### config.mk
export PLATFORM = sky130hd
export DESIGN_NAME = uart_arbiter_flat
export DESIGN_NICKNAME = d
export VERILOG_FILES = /design/src/rtl/uart_axil_pkg.sv /design/src/rtl/uart_axil_if.sv /design/src/rtl/uart_axil_txn.sv /design/src/rtl/uart_arbiter.sv /design/src/flat_wrapper.sv
export SDC_FILE = /design/constraint.sdc
export NUM_CORES = 1
export LEC_CHECK = 0
export ABC_AREA = 1
export CORE_UTILIZATION = 38
export CTS_CLUSTER_DIAMETER = 150
export DETAILED_ROUTE_END_ITERATION = 10
export PLACE_DENSITY = 0.81
export SKIP_LAST_GASP = 1
export SYNTH_ARGS = -nofsm -noshare
export SYNTH_HDL_FRONTEND = slang
export SYNTH_SLANG_ARGS = --single-unit
export TNS_END_PERCENT = 100
### constraint.sdc
create_clock -name clk -period 1.7 [get_ports clk]
set_input_delay 0.17 -clock clk [delete_from_list [all_inputs] [get_ports clk]]
set_output_delay 0.17 -clock clk [all_outputs]
set_load 0.05 [all_outputs]
### src/rtl/uart_axil_pkg.sv
// Shared types for the UART AXI4-Lite arbiter: register offsets, response
// codes, transaction FSM states and a response classifier.
package uart_axil_pkg;

    localparam logic [3:0] UART_RX   = 4'h0;
    localparam logic [3:0] UART_TX   = 4'h4;
    localparam logic [3:0] UART_STAT = 4'h8;
    localparam logic [3:0] UART_CTRL = 4'hC;

    typedef enum logic [1:0] {
        OKAY   = 2'b00,
        EXOKAY = 2'b01,
        SLVERR = 2'b10,
        DECERR = 2'b11
    } axi_resp_e;

    typedef enum logic [1:0] {
        IDLE = 2'd0,
        RD   = 2'd1,
        WR   = 2'd2
    } txn_state_e;

    function automatic logic resp_is_err(input logic [1:0] resp);
        return (resp == SLVERR) || (resp == DECERR);
    endfunction

endpackage

### src/rtl/uart_axil_if.sv
// AXI4-Lite port of the UART IP. master = arbiter side, slave = UART side.
interface uart_axil_if;
    logic [31:0] araddr;
    logic        arvalid;
    logic        arready;
    logic [31:0] rdata;
    logic [1:0]  rresp;
    logic        rvalid;
    logic        rready;
    logic [31:0] awaddr;
    logic        awvalid;
    logic        awready;
    logic [31:0] wdata;
    logic [3:0]  wstrb;
    logic        wvalid;
    logic        wready;
    logic [1:0]  bresp;
    logic        bvalid;
    logic        bready;

    // Every channel uses plain AXI valid/ready: a beat transfers on the clock
    // edge where both are high, and a raised valid stays up until that edge.
    modport master (
        output araddr, arvalid, rready, awaddr, awvalid, wdata, wstrb, wvalid, bready,
        input  arready, rdata, rresp, rvalid, awready, wready, bresp, bvalid
    );

    modport slave (
        input  araddr, arvalid, rready, awaddr, awvalid, wdata, wstrb, wvalid, bready,
        output arready, rdata, rresp, rvalid, awready, wready, bresp, bvalid
    );
endinterface

### src/rtl/uart_axil_txn.sv
// Runs one single-beat AXI4-Lite read or write and reissues it on an error
// response until RETRY_LIMIT extra attempts have been used.
module uart_axil_txn
    import uart_axil_pkg::*;
#(
    parameter int unsigned RETRY_LIMIT = 3,
    parameter logic [3:0]  UART_WSTRB  = 4'b0001
) (
    input  logic        clk,
    input  logic        rstn,
    input  logic        start_i,
    input  logic        write_i,
    input  logic [3:0]  addr_i,
    input  logic [31:0] wdata_i,
    output logic        cmpl_o,
    output logic        cmpl_err_o,
    output logic [31:0] cmpl_rdata_o,
    output txn_state_e  state_o,
    uart_axil_if.master axi
);

    localparam logic [1:0] RL = 2'(RETRY_LIMIT);

    txn_state_e  state_q, state_d;
    logic [31:0] araddr_q, araddr_d, awaddr_q, awaddr_d, wdata_q, wdata_d;
    logic        arvalid_q, arvalid_d, rready_q, rready_d;
    logic        awvalid_q, awvalid_d, wvalid_q, wvalid_d, bready_q, bready_d;
    logic [1:0]  retry_q, retry_d;

    always_ff @(posedge clk) begin
        if (!rstn) begin
            state_q   <= IDLE;
            araddr_q  <= '0;
            awaddr_q  <= '0;
            wdata_q   <= '0;
            arvalid_q <= 1'b0;
            rready_q  <= 1'b0;
            awvalid_q <= 1'b0;
            wvalid_q  <= 1'b0;
            bready_q  <= 1'b0;
            retry_q   <= '0;
        end else begin
            state_q   <= state_d;
            araddr_q  <= araddr_d;
            awaddr_q  <= awaddr_d;
            wdata_q   <= wdata_d;
            arvalid_q <= arvalid_d;
            rready_q  <= rready_d;
            awvalid_q <= awvalid_d;
            wvalid_q  <= wvalid_d;
            bready_q  <= bready_d;
            retry_q   <= retry_d;
        end
    end

    // Address/data registers double as the captured request, so a retry just
    // re-raises the valids without touching them.
    always_comb begin
        state_d      = state_q;
        araddr_d     = araddr_q;
        awaddr_d     = awaddr_q;
        wdata_d      = wdata_q;
        arvalid_d    = arvalid_q;
        rready_d     = rready_q;
        awvalid_d    = awvalid_q;
        wvalid_d     = wvalid_q;
        bready_d     = bready_q;
        retry_d      = retry_q;
        cmpl_o       = 1'b0;
        cmpl_err_o   = 1'b0;
        cmpl_rdata_o = '0;
        unique case (state_q)
            IDLE: begin
                if (start_i) begin
                    retry_d = '0;
                    if (write_i) begin
                        awaddr_d  = {28'h0, addr_i};
                        wdata_d   = wdata_i;
                        awvalid_d = 1'b1;
                        wvalid_d  = 1'b1;
                        bready_d  = 1'b1;
                        state_d   = WR;
                    end else begin
                        araddr_d  = {28'h0, addr_i};
                        arvalid_d = 1'b1;
                        rready_d  = 1'b1;
                        state_d   = RD;
                    end
                end
            end
            RD: begin
                if (arvalid_q && axi.arready) arvalid_d = 1'b0;
                if (axi.rvalid && rready_q) begin
                    if (!resp_is_err(axi.rresp) || retry_q == RL) begin
                        cmpl_o       = 1'b1;
                        cmpl_err_o   = resp_is_err(axi.rresp);
                        cmpl_rdata_o = axi.rdata;
                        arvalid_d    = 1'b0;
                        rready_d     = 1'b0;
                        state_d      = IDLE;
                    end else begin
                        retry_d   = retry_q + 2'd1;
                        arvalid_d = 1'b1;
                    end
                end
            end
            WR: begin
                if (awvalid_q && axi.awready) awvalid_d = 1'b0;
                if (wvalid_q && axi.wready) wvalid_d = 1'b0;
                if (axi.bvalid && bready_q) begin
                    if (!resp_is_err(axi.bresp) || retry_q == RL) begin
                        cmpl_o     = 1'b1;
                        cmpl_err_o = resp_is_err(axi.bresp);
                        awvalid_d  = 1'b0;
                        wvalid_d   = 1'b0;
                        bready_d   = 1'b0;
                        state_d    = IDLE;
                    end else begin
                        retry_d   = retry_q + 2'd1;
                        awvalid_d = 1'b1;
                        wvalid_d  = 1'b1;
                    end
                end
            end
            default: state_d = IDLE;
        endcase
    end

    assign axi.araddr  = araddr_q;
    assign axi.arvalid = arvalid_q;
    assign axi.rready  = rready_q;
    assign axi.awaddr  = awaddr_q;
    assign axi.awvalid = awvalid_q;
    assign axi.wdata   = wdata_q;
    assign axi.wstrb   = UART_WSTRB;
    assign axi.wvalid  = wvalid_q;
    assign axi.bready  = bready_q;
    assign state_o     = state_q;

endmodule

### src/rtl/uart_arbiter.sv
// Round-robin share of the UART AXI4-Lite port between the program loader
// (requester 0) and the core I/O path (requester 1).
module uart_arbiter
    import uart_axil_pkg::*;
#(
    parameter int unsigned RETRY_LIMIT = 3,
    parameter logic [3:0]  UART_WSTRB  = 4'b0001
) (
    input  logic        clk,
    input  logic        rstn,
    input  logic [1:0]  req_valid,
    input  logic [1:0]  req_write,
    input  logic [7:0]  req_addr,
    input  logic [63:0] req_wdata,
    output logic [1:0]  req_ready,
    output logic [1:0]  resp_valid,
    output logic [31:0] resp_rdata,
    output logic        resp_err,
    output txn_state_e  dbg_state_o,
    uart_axil_if.master uart
);

    logic        last_grant_q, owner_q;
    logic [1:0]  req_ready_q, resp_valid_q;
    logic [31:0] resp_rdata_q;
    logic        resp_err_q;

    logic        start, g, sel_write;
    logic [3:0]  sel_addr;
    logic [31:0] sel_wdata;
    logic        cmpl, cmpl_err;
    logic [31:0] cmpl_rdata;
    txn_state_e  txn_state;

    // Both pending: the one that did not win last time goes next.
    always_comb begin
        start     = (txn_state == IDLE) && (req_valid != 2'b00);
        g         = (req_valid == 2'b11) ? ~last_grant_q : req_valid[1];
        sel_write = g ? req_write[1]      : req_write[0];
        sel_addr  = g ? req_addr[7:4]     : req_addr[3:0];
        sel_wdata = g ? req_wdata[63:32]  : req_wdata[31:0];
    end

    always_ff @(posedge clk) begin
        if (!rstn) begin
            last_grant_q <= 1'b1;
            owner_q      <= 1'b0;
            req_ready_q  <= 2'b00;
            resp_valid_q <= 2'b00;
            resp_rdata_q <= '0;
            resp_err_q   <= 1'b0;
        end else begin
            req_ready_q  <= start ? (g ? 2'b10 : 2'b01) : 2'b00;
            resp_valid_q <= cmpl ? (owner_q ? 2'b10 : 2'b01) : 2'b00;
            if (start) begin
                last_grant_q <= g;
                owner_q      <= g;
            end
            if (cmpl) begin
                resp_rdata_q <= cmpl_rdata;
                resp_err_q   <= cmpl_err;
            end
        end
    end

    uart_axil_txn #(
        .RETRY_LIMIT (RETRY_LIMIT),
        .UART_WSTRB  (UART_WSTRB)
    ) u_txn (
        .clk          (clk),
        .rstn         (rstn),
        .start_i      (start),
        .write_i      (sel_write),
        .addr_i       (sel_addr),
        .wdata_i      (sel_wdata),
        .cmpl_o       (cmpl),
        .cmpl_err_o   (cmpl_err),
        .cmpl_rdata_o (cmpl_rdata),
        .state_o      (txn_state),
        .axi          (uart)
    );

    assign req_ready   = req_ready_q;
    assign resp_valid  = resp_valid_q;
    assign resp_rdata  = resp_rdata_q;
    assign resp_err    = resp_err_q;
    assign dbg_state_o = txn_state;

endmodule

### src/flat_wrapper.sv
// flat-port wrapper written by rule: the top's interface ports become plain ports
module uart_arbiter_flat import uart_axil_pkg::*;
#(
    parameter int unsigned RETRY_LIMIT = 3,
    parameter logic [3:0]  UART_WSTRB  = 4'b0001
)
  (clk, rstn, req_valid, req_write, req_addr, req_wdata, req_ready, resp_valid, resp_rdata, resp_err, dbg_state_o, uart_araddr, uart_arvalid, uart_rready, uart_awaddr, uart_awvalid, uart_wdata, uart_wstrb, uart_wvalid, uart_bready, uart_arready, uart_rdata, uart_rresp, uart_rvalid, uart_awready, uart_wready, uart_bresp, uart_bvalid);
  uart_axil_if uart_i ();
  input  logic clk;
  input  logic rstn;
  input  logic [1:0] req_valid;
  input  logic [1:0] req_write;
  input  logic [7:0] req_addr;
  input  logic [63:0] req_wdata;
  output logic [1:0] req_ready;
  output logic [1:0] resp_valid;
  output logic [31:0] resp_rdata;
  output logic resp_err;
  output txn_state_e dbg_state_o;
  output wire logic [$bits(uart_i.araddr)-1:0] uart_araddr;
  output wire logic [$bits(uart_i.arvalid)-1:0] uart_arvalid;
  output wire logic [$bits(uart_i.rready)-1:0] uart_rready;
  output wire logic [$bits(uart_i.awaddr)-1:0] uart_awaddr;
  output wire logic [$bits(uart_i.awvalid)-1:0] uart_awvalid;
  output wire logic [$bits(uart_i.wdata)-1:0] uart_wdata;
  output wire logic [$bits(uart_i.wstrb)-1:0] uart_wstrb;
  output wire logic [$bits(uart_i.wvalid)-1:0] uart_wvalid;
  output wire logic [$bits(uart_i.bready)-1:0] uart_bready;
  input wire logic [$bits(uart_i.arready)-1:0] uart_arready;
  input wire logic [$bits(uart_i.rdata)-1:0] uart_rdata;
  input wire logic [$bits(uart_i.rresp)-1:0] uart_rresp;
  input wire logic [$bits(uart_i.rvalid)-1:0] uart_rvalid;
  input wire logic [$bits(uart_i.awready)-1:0] uart_awready;
  input wire logic [$bits(uart_i.wready)-1:0] uart_wready;
  input wire logic [$bits(uart_i.bresp)-1:0] uart_bresp;
  input wire logic [$bits(uart_i.bvalid)-1:0] uart_bvalid;
  assign uart_araddr = uart_i.araddr;
  assign uart_arvalid = uart_i.arvalid;
  assign uart_rready = uart_i.rready;
  assign uart_awaddr = uart_i.awaddr;
  assign uart_awvalid = uart_i.awvalid;
  assign uart_wdata = uart_i.wdata;
  assign uart_wstrb = uart_i.wstrb;
  assign uart_wvalid = uart_i.wvalid;
  assign uart_bready = uart_i.bready;
  assign uart_i.arready = uart_arready;
  assign uart_i.rdata = uart_rdata;
  assign uart_i.rresp = uart_rresp;
  assign uart_i.rvalid = uart_rvalid;
  assign uart_i.awready = uart_awready;
  assign uart_i.wready = uart_wready;
  assign uart_i.bresp = uart_bresp;
  assign uart_i.bvalid = uart_bvalid;
  uart_arbiter #(.RETRY_LIMIT(RETRY_LIMIT), .UART_WSTRB(UART_WSTRB)) u_core (.clk(clk), .rstn(rstn), .req_valid(req_valid), .req_write(req_write), .req_addr(req_addr), .req_wdata(req_wdata), .req_ready(req_ready), .resp_valid(resp_valid), .resp_rdata(resp_rdata), .resp_err(resp_err), .dbg_state_o(dbg_state_o), .uart(uart_i));
endmodule
After elaboration in Yosys (flattened, before gate mapping)
Index checks and enable logic that the tools add are counted.
Storage, ports and cells
  register bits after elaboration: 88
  input bits: 119
  output and inout port bits: 144
  word-level logic and storage cells: 120
Operators by class
  add/subtract/negate cells: 1
  eq/ne operators: 20
  mux-type cells: 53
  bitwise gates (word level): 2
  reduce and logical (&&, ||, !) cells: 28
Operator list (count)
  32-bit 2-to-1 mux: 4
  1-bit 2-to-1 mux: 26
  2-bit 2-to-1 mux: 13
  5-bit AND reduction: 3
  2-bit == test (second input constant): 7
  2-bit inequality test (second input constant): 7
  1-bit case mux with 2 select lines: 7
  2-bit case mux with 3 select lines: 2
  4-bit AND reduction: 3
  3-bit inequality test (second input constant): 3
  1-bit logical AND: 6
  3-bit AND reduction: 2
  6-bit AND reduction: 1
  2-bit nonzero test: 3
  1-bit logical OR: 4
  4-bit 2-to-1 mux: 1
  2-bit by 1-bit inequality test with 1-bit output (second input constant): 2
  2-bit AND reduction: 2
  3-bit nonzero test: 1
  2-bit by 1-bit adder with 2-bit output (second input constant): 1
  2-bit by 1-bit == test with 1-bit output (second input constant): 1
  1-bit zero test: 2
  2-bit zero test: 1
  1-bit inverter: 2

Depth between registers and ports, before layout
Gate-level depths: netlist of run 1.
  depth in word-level cells: 8
  mapped depth: 10
  depth with buffers taken out: 10

Cells and area by module
From an unflattened synthesis of run 1, not the netlist that was laid out.
Unflattened totals
  cells, all modules: 700
  area, all modules: 4553.1 sq um
By module, submodules not included
  uart_axil_txn: times used 1, cells each 409, area an instance 2736.4 sq um, seq. area each 980.9 sq um
  uart_arbiter: times used 1, cells each 291, area an instance 1816.7 sq um, seq. area each 780.7 sq um

Worst setup path before layout of run 1
No wires, ideal clock.
  kind: reg-to-reg
  start point: reg u_core.u_txn.state_q[0] (netlist: u_core.u_txn.state_o[0])
  end point: reg u_core.resp_rdata_q[19] (netlist: u_core.resp_rdata[19])
  setup time: 0.070 ns
  arrival: 1.909 ns
  required time: 1.630 ns
  setup slack: -0.280 ns
  cell stages (with the launch flop): 10
  path buffers: 1
  clock period less this slack: 1.980 ns
  path through: dfxtp_1 > inv_1 > ha_1 > inv_1 > nor2_1 > nand3_1 > inv_2 > buf_2 > nand2_1 > a21oi_1
On the way
  cells in the longest elaborated chain, start to end: 2
  elaborated cells on any way between the ends: 4
  classes of those cells: 2 x eq/ne; 2 x mux
Ends and longest elaborated chain
  from (decl): RTL line uart_axil_txn.sv:24  | txn_state_e state_q, state_d;
  from (signal assigned): RTL line uart_axil_txn.sv:43  | state_q <= state_d;
  2-bit == test or 2-bit by 1-bit == test with 1-bit output (tied branches): RTL line uart_axil_txn.sv:72  | unique case (state_q)
  1-bit case mux with 2 select lines or 32-bit 2-to-1 mux (tied branches): RTL line uart_axil_txn.sv:72
  to (signal assigned): RTL line uart_arbiter.sv:60  | resp_rdata_q <= cmpl_rdata;
  to (decl): RTL line uart_arbiter.sv:25  | logic [31:0] resp_rdata_q;
Parallel ways exist; a longest one is shown, timed or not.
A chain may end at the register's enable or synchronous reset.

Final worst setup path of run 1
  start point: reg u_core.resp_rdata_q[4] (netlist: u_core.resp_rdata[4])
  end point: out resp_rdata[4]
RTL lines
  to (decl): RTL line flat_wrapper.sv:17  | output logic [31:0] resp_rdata;
No word-level cell between the ends.

==> results of run 1 <==
flip-flops by register name, summed over array words and instances (netlist names):
| register | cells |
|---|---|
| u_core.owner_q | 1 |
| u_core.u_txn.axi.awaddr | 4 |
| u_core.u_txn.axi.bready | 1 |
| u_core.u_txn.axi.rready | 1 |
| u_core.req_ready | 2 |
| u_core.u_txn.state_o | 2 |
| u_core.u_txn.retry_q | 2 |
| u_core.resp_err | 1 |
| u_core.resp_rdata | 32 |
| u_core.u_txn.axi.awvalid | 1 |
| u_core.u_txn.axi.wdata | 32 |
| u_core.last_grant_q | 1 |
| u_core.u_txn.axi.wvalid | 1 |
| u_core.resp_valid | 2 |
| u_core.u_txn.axi.arvalid | 1 |
| u_core.u_txn.axi.araddr | 4 |
layout make-up:
type | count | area (µm²)
multi-input cells | 505 | 2190
clock inverters | 6 | 90.1
clock buffers | 10 | 239
fillers | 1052 | 4470
well taps | 143 | 179
inverters | 34 | 133
flip-flops and latches | 88 | 1770
repair buffers | 226 | 2300
power breakdown:
part / switching (mW) / internal [mW]
combinational: 2.58 / 1.48
sequential: 0.178 / 2.37
clock: 0.842 / 1.33
cell usage in the layout (no fill, tap or decap), types with 7 or more instances in the layout:
master	instances
buf_12	7
clkbuf_16	11
dlymetal6s2s_1	13
dfxtp_1	86
clkdlybuf4s50_1	166
nor2_1	31
or2_2	12
nand2_1	269
inv_1	32
o21ai_0	7
nand3_1	51
conb_1	60
a21oi_1	59
buf_4	36
path summary, 6_finish.rpt:
path / startpoint / to / slack, ns
setup reg to reg: u_core.u_txn.state_o[0] / u_core.resp_rdata[20] / 0.04
hold / removal: uart_rdata[26] / u_core.resp_rdata[26] / 0.39
hold reg to reg: u_core.resp_rdata[3] / u_core.resp_rdata[3] / 0.45
setup / recovery: u_core.resp_rdata[4] / resp_rdata[4] / 0.03
cell families after synthesis:
| group | Yosys count | share of synthesized area |
|---|---|---|
| simple gates | 371 | 0.338 |
| buf+inv | 127 | 0.169 |
| flops | 88 | 0.398 |
| compound gates | 69 | 0.0796 |
| fa+ha+maj | 5 | 0.0141 |
| other cells | 2 | 0.00170 |
per-layer routing:
layer | wire, µm | track usage | vias up
li1 | - | - | 2350
met1 | 5200 | 0.227 | 2008
met2 | 6220 | 0.341 | 172
met3 | 835 | 0.0370 | 16
met4 | 212 | 0.0800 | 0
met5 | 0 | 0 | -
stage by stage:
| stage | TNS, ns | instances | utilization |
|---|---|---|---|
| floorplan | 0 | 720 | - |
| global placement | -0.00806 | 993 | 0.566 |
| detailed placement | -0.243 | 993 | 0.566 |
| CTS | 0 | 1009 | 0.595 |
| global route | -0.105 | 1012 | 0.607 |
| finish | 0 | 1012 | 0.607 |
repair_timing:
action | in CTS | in global routing
setup endpoints to repair | 2 | 79
resized for setup | 2 | 23
setup buffers | 0 | 1
pin swaps | 0 | 1
cloned | 0 | 2
==> reports/qor.yml, run 1 <==
worst_hold_path:
  worstHoldPathCells: 3
  hp-class: "in -> reg"
timing:
  final_max_slew_viol_count: 0
  layout_setup_ws_ns: 0.0286
  finalCriticalPeriod_ns: 1.67
  hold_viol_final: 0
  fin_hold_ws_ns: 0.386
  post-route-period-util: 0.983
  fmax_mhz: 598
  finalClockSkew_ns: 0.0102
  setup_viol: 0
  worstMarginPinSlew_ns: 0.542
  max_slew_margin: 0.637
setup_path:
  required_ns: 1.53
  cp_max_fo: 2
  crit_path_end_kind: "output pin"
  crit_slowest_cell: "clkdlybuf4s50_1"
  worstSetupPathType: "reg -> out"
  critPathLaunchType: "flip-flop"
  cp_cell_sequence: "clkdlybuf4s50_1"
  cp_top_family: "buffers and inverters"
  arrival_ns: 1.50
  cp_num_buf_inv: 1
  ff2ff_path_depth: 9
  cp_slowest_stage_delay_ns: 0.83
  cp_num_cells: 1
detailed_routing:
  drc: 1
  drtAntennaViolNets: 0
  viasPerCell: 4.49
  via_count: 4546
  routed_wl_mm: 12.5
  drtIter0Drc: 208
  avgRoutedWirePerCell_um: 12.3
  dr.pass1.iters: 10
yosys:
  yosysWarningCount: 0
  synthFlopType: "dfxtp_1"
  synth_commonest_cells: "270 x nand2_1, 88 x dfxtp_1, 67 x buf_4"
  ys_seq_area_frac: 0.398
  post-synth-top-area-cell: "dfxtp_1"
  synth_most_common_cell: "nand2_1"
  syn_area_per_cell_um2: 6.69
  netlist_top_cells_area: "dfxtp_1 40%, nand2_1 23%, buf_4 11%"
  synthArstFlopShare: 0
  synth.distinct_cells: 21
  synth_edf_count: 0
  syn-instance-count: 662
  yosysTopAreaCellShare: 0.398
  syn-cell-area_um2: 4430
  ys_ff_latch: 88
floorplan:
  pin_count: 263
  core-area_um2: 11400
  die_x_um: 110
  die-area_um2: 12100
  rows: 39
  start_util: 0.390
  dieHeight_um: 110
global_route:
  overflow: 0
  grt_pass1_wl_mm: 18.3
  grt_max_degree: 35
  grt_pass1_vias: 3880
  track_usage: 0.193
  antenna_found_initial: 0
layout:
  drive_gt1_frac: 0.101
  fin_nets: 988
  final_cell_area_um2: 6900
  diodes: 0
  syn2layout_area_growth_pct: 55.8
pwr:
  ir_drop_v: 0.00109
  leakage_nw: 3.28
  power.density_nw_per_um2: 1270
  power_mw: 8.79
clock_network:
  hold_buffers: 0
  cts_buffers: 9
  cts.sinks: 88
  htree_levels: 3
  clk_latency_ns: 0.34
  clk_pin_slew_worst_paths_ns: 0.07
  clk_path_buf_depth: 2
  cts_tree: "done"
  cts-root-buf: "clkbuf_16"
placed_design:
  io_buffers: 200
  place_ws_ns: -0.0276
  place_hpwl_mm: 9.15
  postPlaceCellArea_um2: 6430
  place_congestion: 0.862
job:
  maxCapViolations: 0
run_status:
  status: "finished with violations"
  violations: "design-rule violations"
Note: power is estimated with default switching activity, not from simulation.
==> run 2: changes to the inputs <==
--- a/config.mk
+++ b/config.mk
@@ -6,10 +6,13 @@
 export NUM_CORES = 1
 export LEC_CHECK = 0
 export ABC_AREA = 1
-export CORE_UTILIZATION = 38
+export CELL_PAD_IN_SITES_DETAIL_PLACEMENT = 0
+export CELL_PAD_IN_SITES_GLOBAL_PLACEMENT = 2
+export CORE_UTILIZATION = 18
 export CTS_CLUSTER_DIAMETER = 150
+export CTS_CLUSTER_SIZE = 28
 export DETAILED_ROUTE_END_ITERATION = 10
-export PLACE_DENSITY = 0.81
+export PLACE_DENSITY = 0.79
 export SKIP_LAST_GASP = 1
 export SYNTH_ARGS = -nofsm -noshare
 export SYNTH_HDL_FRONTEND = slang
==> run 2 against run 1 <==
Wire length is 19% higher. Die area is 110% higher. Sequential share of layout area is 0.44 points lower. Non-clock buffer count is 5 higher. Fmax is 1.0% higher. Setup slack better by 0.017 ns. Largest cell class unchanged. Global-route usage is 7.5 points lower. The flow now finishes without violations. Combinational power is 4% higher. Via count is 1.6% lower. First-iteration DRC count is 2.4% higher.
==> reports/qor.yml, run 2 (synthesized netlist as in run 1, its figures left out) <==
job:
  maxCapViolations: 0  # unchanged
setup_path:
  critPathLaunchType: "flip-flop"
  rrSetupSlack_ns: 0.15  # +0.11 ns
  crit_path_end_kind: "output pin"
  cp_cell_sequence: "clkdlybuf4s50_1"
  cp_slowest_stage_delay_ns: 0.81  # -0.02 ns
  worstSetupPathType: "reg -> out"
  cp_num_buf_inv: 1  # unchanged
  critPathLaunch: "u_core.resp_rdata[23]"
  timing.rr.end: "u_core.u_txn.retry_q[0]"
  arrival_ns: 1.48  # -0.02 ns
  cp_top_family: "buffers and inverters"
  required_ns: 1.53  # about the same
  cp_num_cells: 1  # unchanged
  ff2ff_path_depth: 8  # -1
  timing.rr.start: "u_core.u_txn.state_o[0]"
  cp_max_fo: 2  # unchanged
  crit_slowest_cell: "clkdlybuf4s50_1"
  endpoint: "resp_rdata[23]"
clock_network:
  postCtsSetupRepairBufs: 0  # unchanged
  clk_latency_ns: 0.34  # about the same
  cts_tree: "done"
  hold_buffers: 0  # unchanged
  htree_levels: 3  # unchanged
  cts.sinks: 88  # unchanged
  clk_pin_slew_worst_paths_ns: 0.07  # about the same
  cts-root-buf: "clkbuf_16"
  clk_path_buf_depth: 2  # unchanged
  cts_buffers: 9  # unchanged
pwr:
  seq_power_share: 0.290  # about the same
  leakage_nw: 3.34  # +1.7%
  p_int_mw: 4.97  # -4.2%
  ir_drop_v: 0.000602  # -45%
  p_clk_frac: 0.226  # -0.022
  p_switching_mw: 3.74  # +3.7%
  power.density_nw_per_um2: 1240  # -2.7%
  combPwrFrac: 0.484  # +0.021
  swShare: 0.429  # +0.0194
layout:
  fin_nets: 993  # +0.51%
  multiInputGateArea_um2: 2180  # -0.57%
  final_cell_area_um2: 7020  # +1.8%
  syn2layout_area_growth_pct: 58.5
  diodes: 0  # unchanged
  drive_gt1_frac: 0.132  # +0.0303
  seqCellArea_um2: 1770  # unchanged
  fillers: 2694  # +160%
  final_cell_mix: "270 x nand2_1, 142 x clkdlybuf4s50_1, 86 x dfxtp_1"
  mostFrequentLayoutCell: "nand2_1"
run_status:
  status: "complete, no violations"
placed_design:
  postPlaceCellArea_um2: 6660  # +3.5%
  place_hpwl_mm: 11.1  # +22%
  place_ws_ns: -0.110  # -0.0825 ns
  place_congestion: 0.744  # -14%
  io_buffers: 200  # unchanged
timing:
  final_max_slew_viol_count: 0  # unchanged
  rsz0062_at_grt: "no"
  hold_viol_final: 0  # unchanged
  layout_setup_ws_ns: 0.0456  # +0.0170 ns
  fmax_mhz: 604  # +1.0%
  setup_viol: 0  # unchanged
  fin_hold_ws_ns: 0.382  # -0.00472 ns
  worstMarginPinSlew_ns: 0.549  # +0.00727 ns
  post-route-period-util: 0.973  # -0.00998
  finalCriticalPeriod_ns: 1.65  # -0.0170 ns
  max_slew_margin: 0.633  # -0.00432
  finalClockSkew_ns: 0.0113  # +0.00110 ns
detailed_routing:
  viasPerCell: 3.73  # -17%
  dr_wl_met2_mm: 7.03  # +13%
  top_layer_used: "met4"
  avgRoutedWirePerCell_um: 12.4  # +0.93%
  dr.pass1.iters: 4  # -6
  drc: 0  # -1
  drtIter0Drc: 213  # +2.4%
  routed_wl_mm: 14.9  # +19%
  via_count: 4472  # -1.6%
  drt-met1-wl_mm: 7.02  # +35%
  drtAntennaViolNets: 0  # unchanged
  met3WireLength_um: 700  # -16%
global_route:
  grt_pass1_wl_mm: 23.4  # +28%
  grt_max_degree: 33  # -5.7%
  grt_pass1_vias: 4256  # +9.7%
  overflow: 0  # unchanged
  track_usage: 0.117  # -0.0755
  antenna_found_initial: 0  # unchanged
floorplan:
  dieHeight_um: 159  # +44%
  die_x_um: 159  # +44%
  die-area_um2: 25200  # +110%
  pin_count: 263  # unchanged
  core-area_um2: 24200  # +110%
  rows: 57  # +46%
  start_util: 0.183  # -0.207
worst_hold_path:
  hp-class: "in -> reg"
-- run 2: per-stage QoR --
stage | std cells | utilization | setup TNS [ns] | power (mW)
2_1_floorplan | 720 | - | 0 | 5.39
3_3_place_gp | 1182 | 0.275 | -3.08 | 6.77
3_5_place_dp | 1182 | 0.275 | -3.43 | 6.77
4_1_cts | 1198 | 0.287 | 0 | 8.83
5_1_grt | 1198 | 0.290 | 0 | 9.34
6_report | 1198 | 0.290 | 0 | 8.71
-- run 2: layout make-up --
class                           instances  share of cell area
Timing Repair Buffer                  231               0.321
Inverter                               34              0.0185
Sequential cell                        88               0.252
Multi-Input combinational cell        505               0.310
Clock buffer                           11              0.0360
Clock inverter                          5             0.00517
Tap cell                              324              0.0577
-- run 2: worst min path at each step --
| stage | start | endpoint | slack [ns] | cells after the start |
|---|---|---|---|---|
| floorplan | uart_rdata[0] | u_core.resp_rdata[0] | 0.31 | 2 |
| global route | uart_rdata[14] | u_core.resp_rdata[14] | 0.38 | 3 |
| global placement | u_core.resp_rdata[31] | u_core.resp_rdata[31] | 0.43 | 2 |
| CTS | uart_rdata[22] | u_core.resp_rdata[22] | 0.36 | 3 |
| detailed placement | u_core.resp_rdata[2] | u_core.resp_rdata[2] | 0.43 | 2 |
| finish | uart_rdata[21] | u_core.resp_rdata[21] | 0.38 | 3 |
-- run 2: what timing repair did --
action | 4_1_cts | 5_1_grt
endpoints found under the setup margin | 1 | 68
gates resized for setup | 1 | 22
pin swaps | 0 | 1
gates cloned | 0 | 0
-- run 2: layer usage --
layer  track usage  vias up
li1              -     2357
met1         0.148     1974
met2         0.201      133
met3        0.0209        8
met4        0.0393        0
met5             0        -
-- run 2: power groups by stage --
stage               clock network, mW  registers [mW]  logic (mW)
detailed placement                  0            2.57        4.20
finish                           1.97            2.52        4.22
global route                     2.15            2.57        4.63
CTS                              2.08            2.53        4.22
global placement                    0            2.57        4.20
floorplan                           0            3.45        1.94
==> run 3: changes to the inputs <==
--- a/config.mk
+++ b/config.mk
@@ -8,12 +8,12 @@
 export ABC_AREA = 1
 export CELL_PAD_IN_SITES_DETAIL_PLACEMENT = 0
 export CELL_PAD_IN_SITES_GLOBAL_PLACEMENT = 2
-export CORE_UTILIZATION = 18
+export CORE_ASPECT_RATIO = 0.6
+export CORE_UTILIZATION = 20
 export CTS_CLUSTER_DIAMETER = 150
 export CTS_CLUSTER_SIZE = 28
 export DETAILED_ROUTE_END_ITERATION = 10
-export PLACE_DENSITY = 0.79
-export SKIP_LAST_GASP = 1
+export PLACE_DENSITY = 0.86
 export SYNTH_ARGS = -nofsm -noshare
 export SYNTH_HDL_FRONTEND = slang
 export SYNTH_SLANG_ARGS = --single-unit
==> constraint.sdc (replaced) <==
create_clock -name clk -period 2.03 [get_ports clk]
set_input_delay 0.203 -clock clk [delete_from_list [all_inputs] [get_ports clk]]
set_output_delay 0.203 -clock clk [all_outputs]
set_load 0.05 [all_outputs]
==> run 3 against run 2 <==
Combinational power decreased by 21%. Total power shrank 16%. Clock skew decreased by 0.0036 ns. Largest cell class unchanged. Largest power group unchanged. Highest routed layer unchanged.
==> reports/qor.yml, run 3 (synthesized netlist as in run 1, its figures left out) <==
floorplan:
  rows: 41  # -28%
  dieHeight_um: 117  # -26%
  core-area_um2: 21300  # -12%
  pin_count: 263  # unchanged
  die-area_um2: 22800  # -9.8%
  die_x_um: 194  # +22%
  start_util: 0.208  # +0.0249
setup_path:
  critPathLaunchType: "flip-flop"
  crit_path_end_kind: "output pin"
  worstSetupPathType: "reg -> out"
  arrival_ns: 1.60  # +0.12 ns
  cp_max_fo: 4  # +2
  required_ns: 1.83  # +0.30 ns
clock_network:
  cts.sinks: 88  # unchanged
  clk_path_buf_depth: 2  # unchanged
  cts_buffers: 9  # unchanged
  postCtsSetupRepairBufs: 0  # unchanged
  cts_resized: 0  # -1
  hold_buffers: 0  # unchanged
  cts_tree: "done"
  clk_latency_ns: 0.36  # +0.02 ns
  cts-root-buf: "clkbuf_16"
  htree_levels: 3  # unchanged
  clk_pin_slew_worst_paths_ns: 0.07  # about the same
run_status:
  status: "complete, no violations"
timing:
  tns_ns: 0  # unchanged
  rsz0062_at_grt: "no"
  finalClockSkew_ns: 0.00764  # -0.00361 ns
  hold_viol_final: 0  # unchanged
  finalCriticalPeriod_ns: 1.80
  final_max_slew_viol_count: 0  # unchanged
  post-route-period-util: 0.889
  setup_viol: 0  # unchanged
  max_slew_margin: 0.617  # -0.0158
  worstMarginPinSlew_ns: 0.572  # +0.0229 ns
  fmax_mhz: 554
global_route:
  track_usage: 0.130  # +0.0123
  grt_pass1_wl_mm: 22.8  # -2.5%
  grt_pass1_vias: 4122  # -3.1%
  overflow: 0  # unchanged
  grt_max_degree: 33  # unchanged
  antenna_found_initial: 0  # unchanged
layout:
  syn2layout_area_growth_pct: 55.2
  mostFrequentLayoutCell: "nand2_1"
  diodes: 0  # unchanged
  fin_nets: 978  # -1.5%
  drive_gt1_frac: 0.0582  # -0.0734
  fillers: 2358  # -12%
  postLayoutCoreUtil: 0.322  # +0.0326
  final_cell_mix: "270 x nand2_1, 200 x clkdlybuf4s50_1, 88 x dfxtp_1"
  seqCellArea_um2: 1760  # -0.42%
  multiInputGateArea_um2: 2150  # -1.3%
pwr:
  leakage_nw: 2.94  # -12%
  ir_drop_v: 0.000372  # -38%
  power_mw: 7.29  # -16%
  power.density_nw_per_um2: 1060  # -15%
placed_design:
  place_hpwl_mm: 11.1  # about the same
  place_congestion: 0.756  # +1.6%
  io_buffers: 200  # unchanged
detailed_routing:
  viasPerCell: 3.89  # +4.1%
  dr.pass1.iters: 4  # unchanged
  drtIter0Drc: 160  # -25%
  routed_wl_mm: 14.6  # -2.1%
  via_count: 4422  # -1.1%
  avgRoutedWirePerCell_um: 12.8  # +3.1%
  drtAntennaViolNets: 0  # unchanged
  drc: 0  # unchanged
worst_hold_path:
  hp-class: "in -> reg"
job:
  maxCapViolations: 0  # unchanged
## run 3: cell count changes in the layout (fill, tap and decap cells not counted), moves of 3 or more
cell / previous run / this run
clkdlybuf4s50_1: 142 / 200
buf_4: 65 / 12
dlymetal6s2s_1: 13 / 0
buf_12: 7 / 4
buf_6: 3 / 0
## run 3: where the power goes
part / total (mW) / internal, mW / switching, mW
Sequential: 2.10 / 1.97 / 0.130
Clock: 1.83 / 1.08 / 0.754
Combinational: 3.35 / 1.14 / 2.21
## run 3: area by class of cell
cell class	instances	share of cell area
Clock buffer	9	0.0327
Clock inverter	7	0.0138
Inverter	34	0.0186
Multi-Input combinational cell	505	0.312
Sequential cell	88	0.256
Tap cell	279	0.0508
Timing Repair Buffer	216	0.316
## run 3: worst paths after layout
kind | slack (ns) | from | to | depth (start not counted)
hold / removal | 0.41 | uart_rdata[3] | u_core.resp_rdata[3] | 3
setup / recovery | 0.23 | u_core.u_txn.state_o[1] | dbg_state_o[1] | 2
setup reg to reg | 0.28 | u_core.u_txn.state_o[1] | u_core.resp_rdata[25] | 9
hold reg to reg | 0.45 | u_core.resp_rdata[31] | u_core.resp_rdata[31] | 2
## run 3: critical path, cell delays in order, from the launching register on
cell             delay, ns
dfxtp_1               0.33
buf_4                 0.12
clkdlybuf4s50_1       0.80
## run 3: stage by stage
step / area [µm²] / setup slack [ns] / hold WS [ns] / instances
floorplan: 4650 / 0.0503 / 0.342 / 720
global placement: 6560 / 0.188 / 0.429 / 1122
detailed placement: 6560 / 0.132 / 0.437 / 1122
CTS: 6880 / 0.193 / 0.380 / 1138
global route: 6880 / 0.0902 / 0.395 / 1138
finish: 6880 / 0.226 / 0.406 / 1138
## run 3: routing by layer
layer	share of wire	up-vias	wire length (µm)	global-route usage
li1	-	2316	-	-
met1	0.52	1944	7630	0.182
met2	0.38	150	5500	0.177
met3	0.090	12	1320	0.0585
met4	0.0097	0	142	0.0333
met5	0	-	0	0
==> patch: new RTL, config.mk and constraints of run 2 <==
Take the reset off `araddr_q`, `awaddr_q` and `wdata_q` and load them in a clocked block of their own.
--- a/src/rtl/uart_axil_txn.sv
+++ b/src/rtl/uart_axil_txn.sv
@@ -30,9 +30,6 @@
     always_ff @(posedge clk) begin
         if (!rstn) begin
             state_q   <= IDLE;
-            araddr_q  <= '0;
-            awaddr_q  <= '0;
-            wdata_q   <= '0;
             arvalid_q <= 1'b0;
             rready_q  <= 1'b0;
             awvalid_q <= 1'b0;
@@ -41,9 +38,6 @@
             retry_q   <= '0;
         end else begin
             state_q   <= state_d;
-            araddr_q  <= araddr_d;
-            awaddr_q  <= awaddr_d;
-            wdata_q   <= wdata_d;
             arvalid_q <= arvalid_d;
             rready_q  <= rready_d;
             awvalid_q <= awvalid_d;
@@ -51,6 +45,12 @@
             bready_q  <= bready_d;
             retry_q   <= retry_d;
         end
+    end
+
+    always_ff @(posedge clk) begin
+        araddr_q <= araddr_d;
+        awaddr_q <= awaddr_d;
+        wdata_q  <= wdata_d;
     end
 
     // Address/data registers double as the captured request, so a retry just
Behaviour: not the same (Yosys sat finds a counterexample within 4 cycles, from zero or initial values and one cycle with rstn low).
==> patch against run 2 <==
- sequential cell count unchanged
- wire length decreased by 12%
- via count decreased by 17%
- worst setup slack got worse by 2.8 ps
- highest routed layer unchanged
- area after synthesis decreased by 4.8%
- register-to-register slack got worse by 20 ps
- cell count decreased by 14%
- design area decreased by 2.5%
- total power about the same
==> patch: results (changes against run 2) <==
| Metric | Value |
|---|---|
| Worst clock skew | 9.70 ps (-1.55 ps) |
| LEAKAGE | 3.08 nW (-7.7%) |
| Worst setup path startpoint | u_core.resp_rdata[30] |
| First-pass GRT wire length | 19.5 mm (-17%) |
| DP Worst Slack | -71.5 ps (+38.7 ps) |
| Routed WL per cell | 12.7 um (+1.9%) |
| Min Hold Slack | 378 ps (-3.57 ps) |
| Most frequent cells after synthesis | nand2_1, buf_4, dfxtp_1 |
| DP HPWL | 10.1 mm (-8.9%) |
| Starting DRC count in detailed routing | 162 (-24%) |
| Tcrit/Tclk final | 97.5% (+0.17 points) |
| GPL Wtd Cong | 0.755 (+1.4%) |
| Top cells by area, synth | edfxtp_1, dfxtp_1, nand2_1 |
| R2R cell count | 9 (+1) |
| Nets | 840 (-15%) |
| Min-delay src | uart_rdata[24] |
| Layout cells sized above 1 | 15.0% (+1.8 points) |
| Post-synth EDFFs | 40 (+40) |
| Layout filler cell count | 2448 (-9.1%) |
| Max IR drop VDD | 0.415 mV (-31%) |
| Status | finished, final reports clean |
| Worst Hold Endpoint | u_core.resp_rdata[24] |
| Largest net degree at the start of global routing | 37 (+12%) |
| Reg-to-reg slack, setup | 130 ps (-20 ps) |
| Post-synth cell types | 34 (+62%) |
| Antenna violations before repair | 1 (+1) |
| Vias in the first global route | 3495 (-18%) |
| Vias/cell | 3.57 (-4.5%) |
| Share of the yosys chip area belonging to registers | 51.3% (+11 points) |
-- patch: logic make-up (layout without fill, tap and decap cells) --
group	after synthesis	count (layout)
AO/OA/AOI/OAI	44	44
buffers and inverters	108	271
other	2	61
flip-flops	88	88
AND/OR/NAND/NOR	253	253
adder cells (fa/ha/maj)	5	5
-- patch: report_power, final --
group	internal, W	switching, W	total [W]	leakage, nW
combinational	0.00124	0.00240	0.00364	2.15
clock	0.00143	0.000845	0.00228	0.164
sequential	0.00264	0.000151	0.00279	0.767
total	0.00531	0.00340	0.00871	3.08
-- patch: cell type report --
class	instances	share of cell area, %
antenna	1	0.0365
sequential	88	31.6
inverter	27	1.61
clock buffer	10	3.34
timing repair buffer	228	32.8
multi-input combinational	362	23.3
tap	313	5.72
clock inverter	6	1.57
-- patch: worst reg2reg max path, stage by stage (launching register included) --
cell and delay, ps:
dfxtp_4 370, inv_1 70, ha_2 210, buf_4 160, nand3_4 120, nand3_2 120, nor3_4 260, nand2_1 70
nand2_1 60, nor2_1 40
-- patch: per-layer routing --
layer  share of wire (%)  up-vias  wire length, um  track usage (%)
met1                  45     1648             5850             13.5
met2                  49      125             6410             17.8
met5                   0        -                0                0
met3                 4.9       12              647             1.84
li1                    -     1905                -                -
met4                 1.7        0              218             5.04
-- patch: what timing repair did --
action	4_1_cts	5_1_grt
endpoints found under the setup margin	1	66
pin swaps	0	2
gates cloned	0	0
gates resized for setup	1	20
-- patch: per-stage QoR --
stage / total power (W) / area, um^2 / setup TNS [ps] / cells
after global routing: 0.00917 / 6850 / 0 / 1035
after CTS: 0.00881 / 6790 / 0 / 1034
final: 0.00871 / 6850 / 0 / 1035
after floorplan: 0.00521 / 4440 / 0 / 558
after global placement: 0.00645 / 6450 / -3290 / 1018
after detailed placement: 0.00647 / 6450 / -2260 / 1018
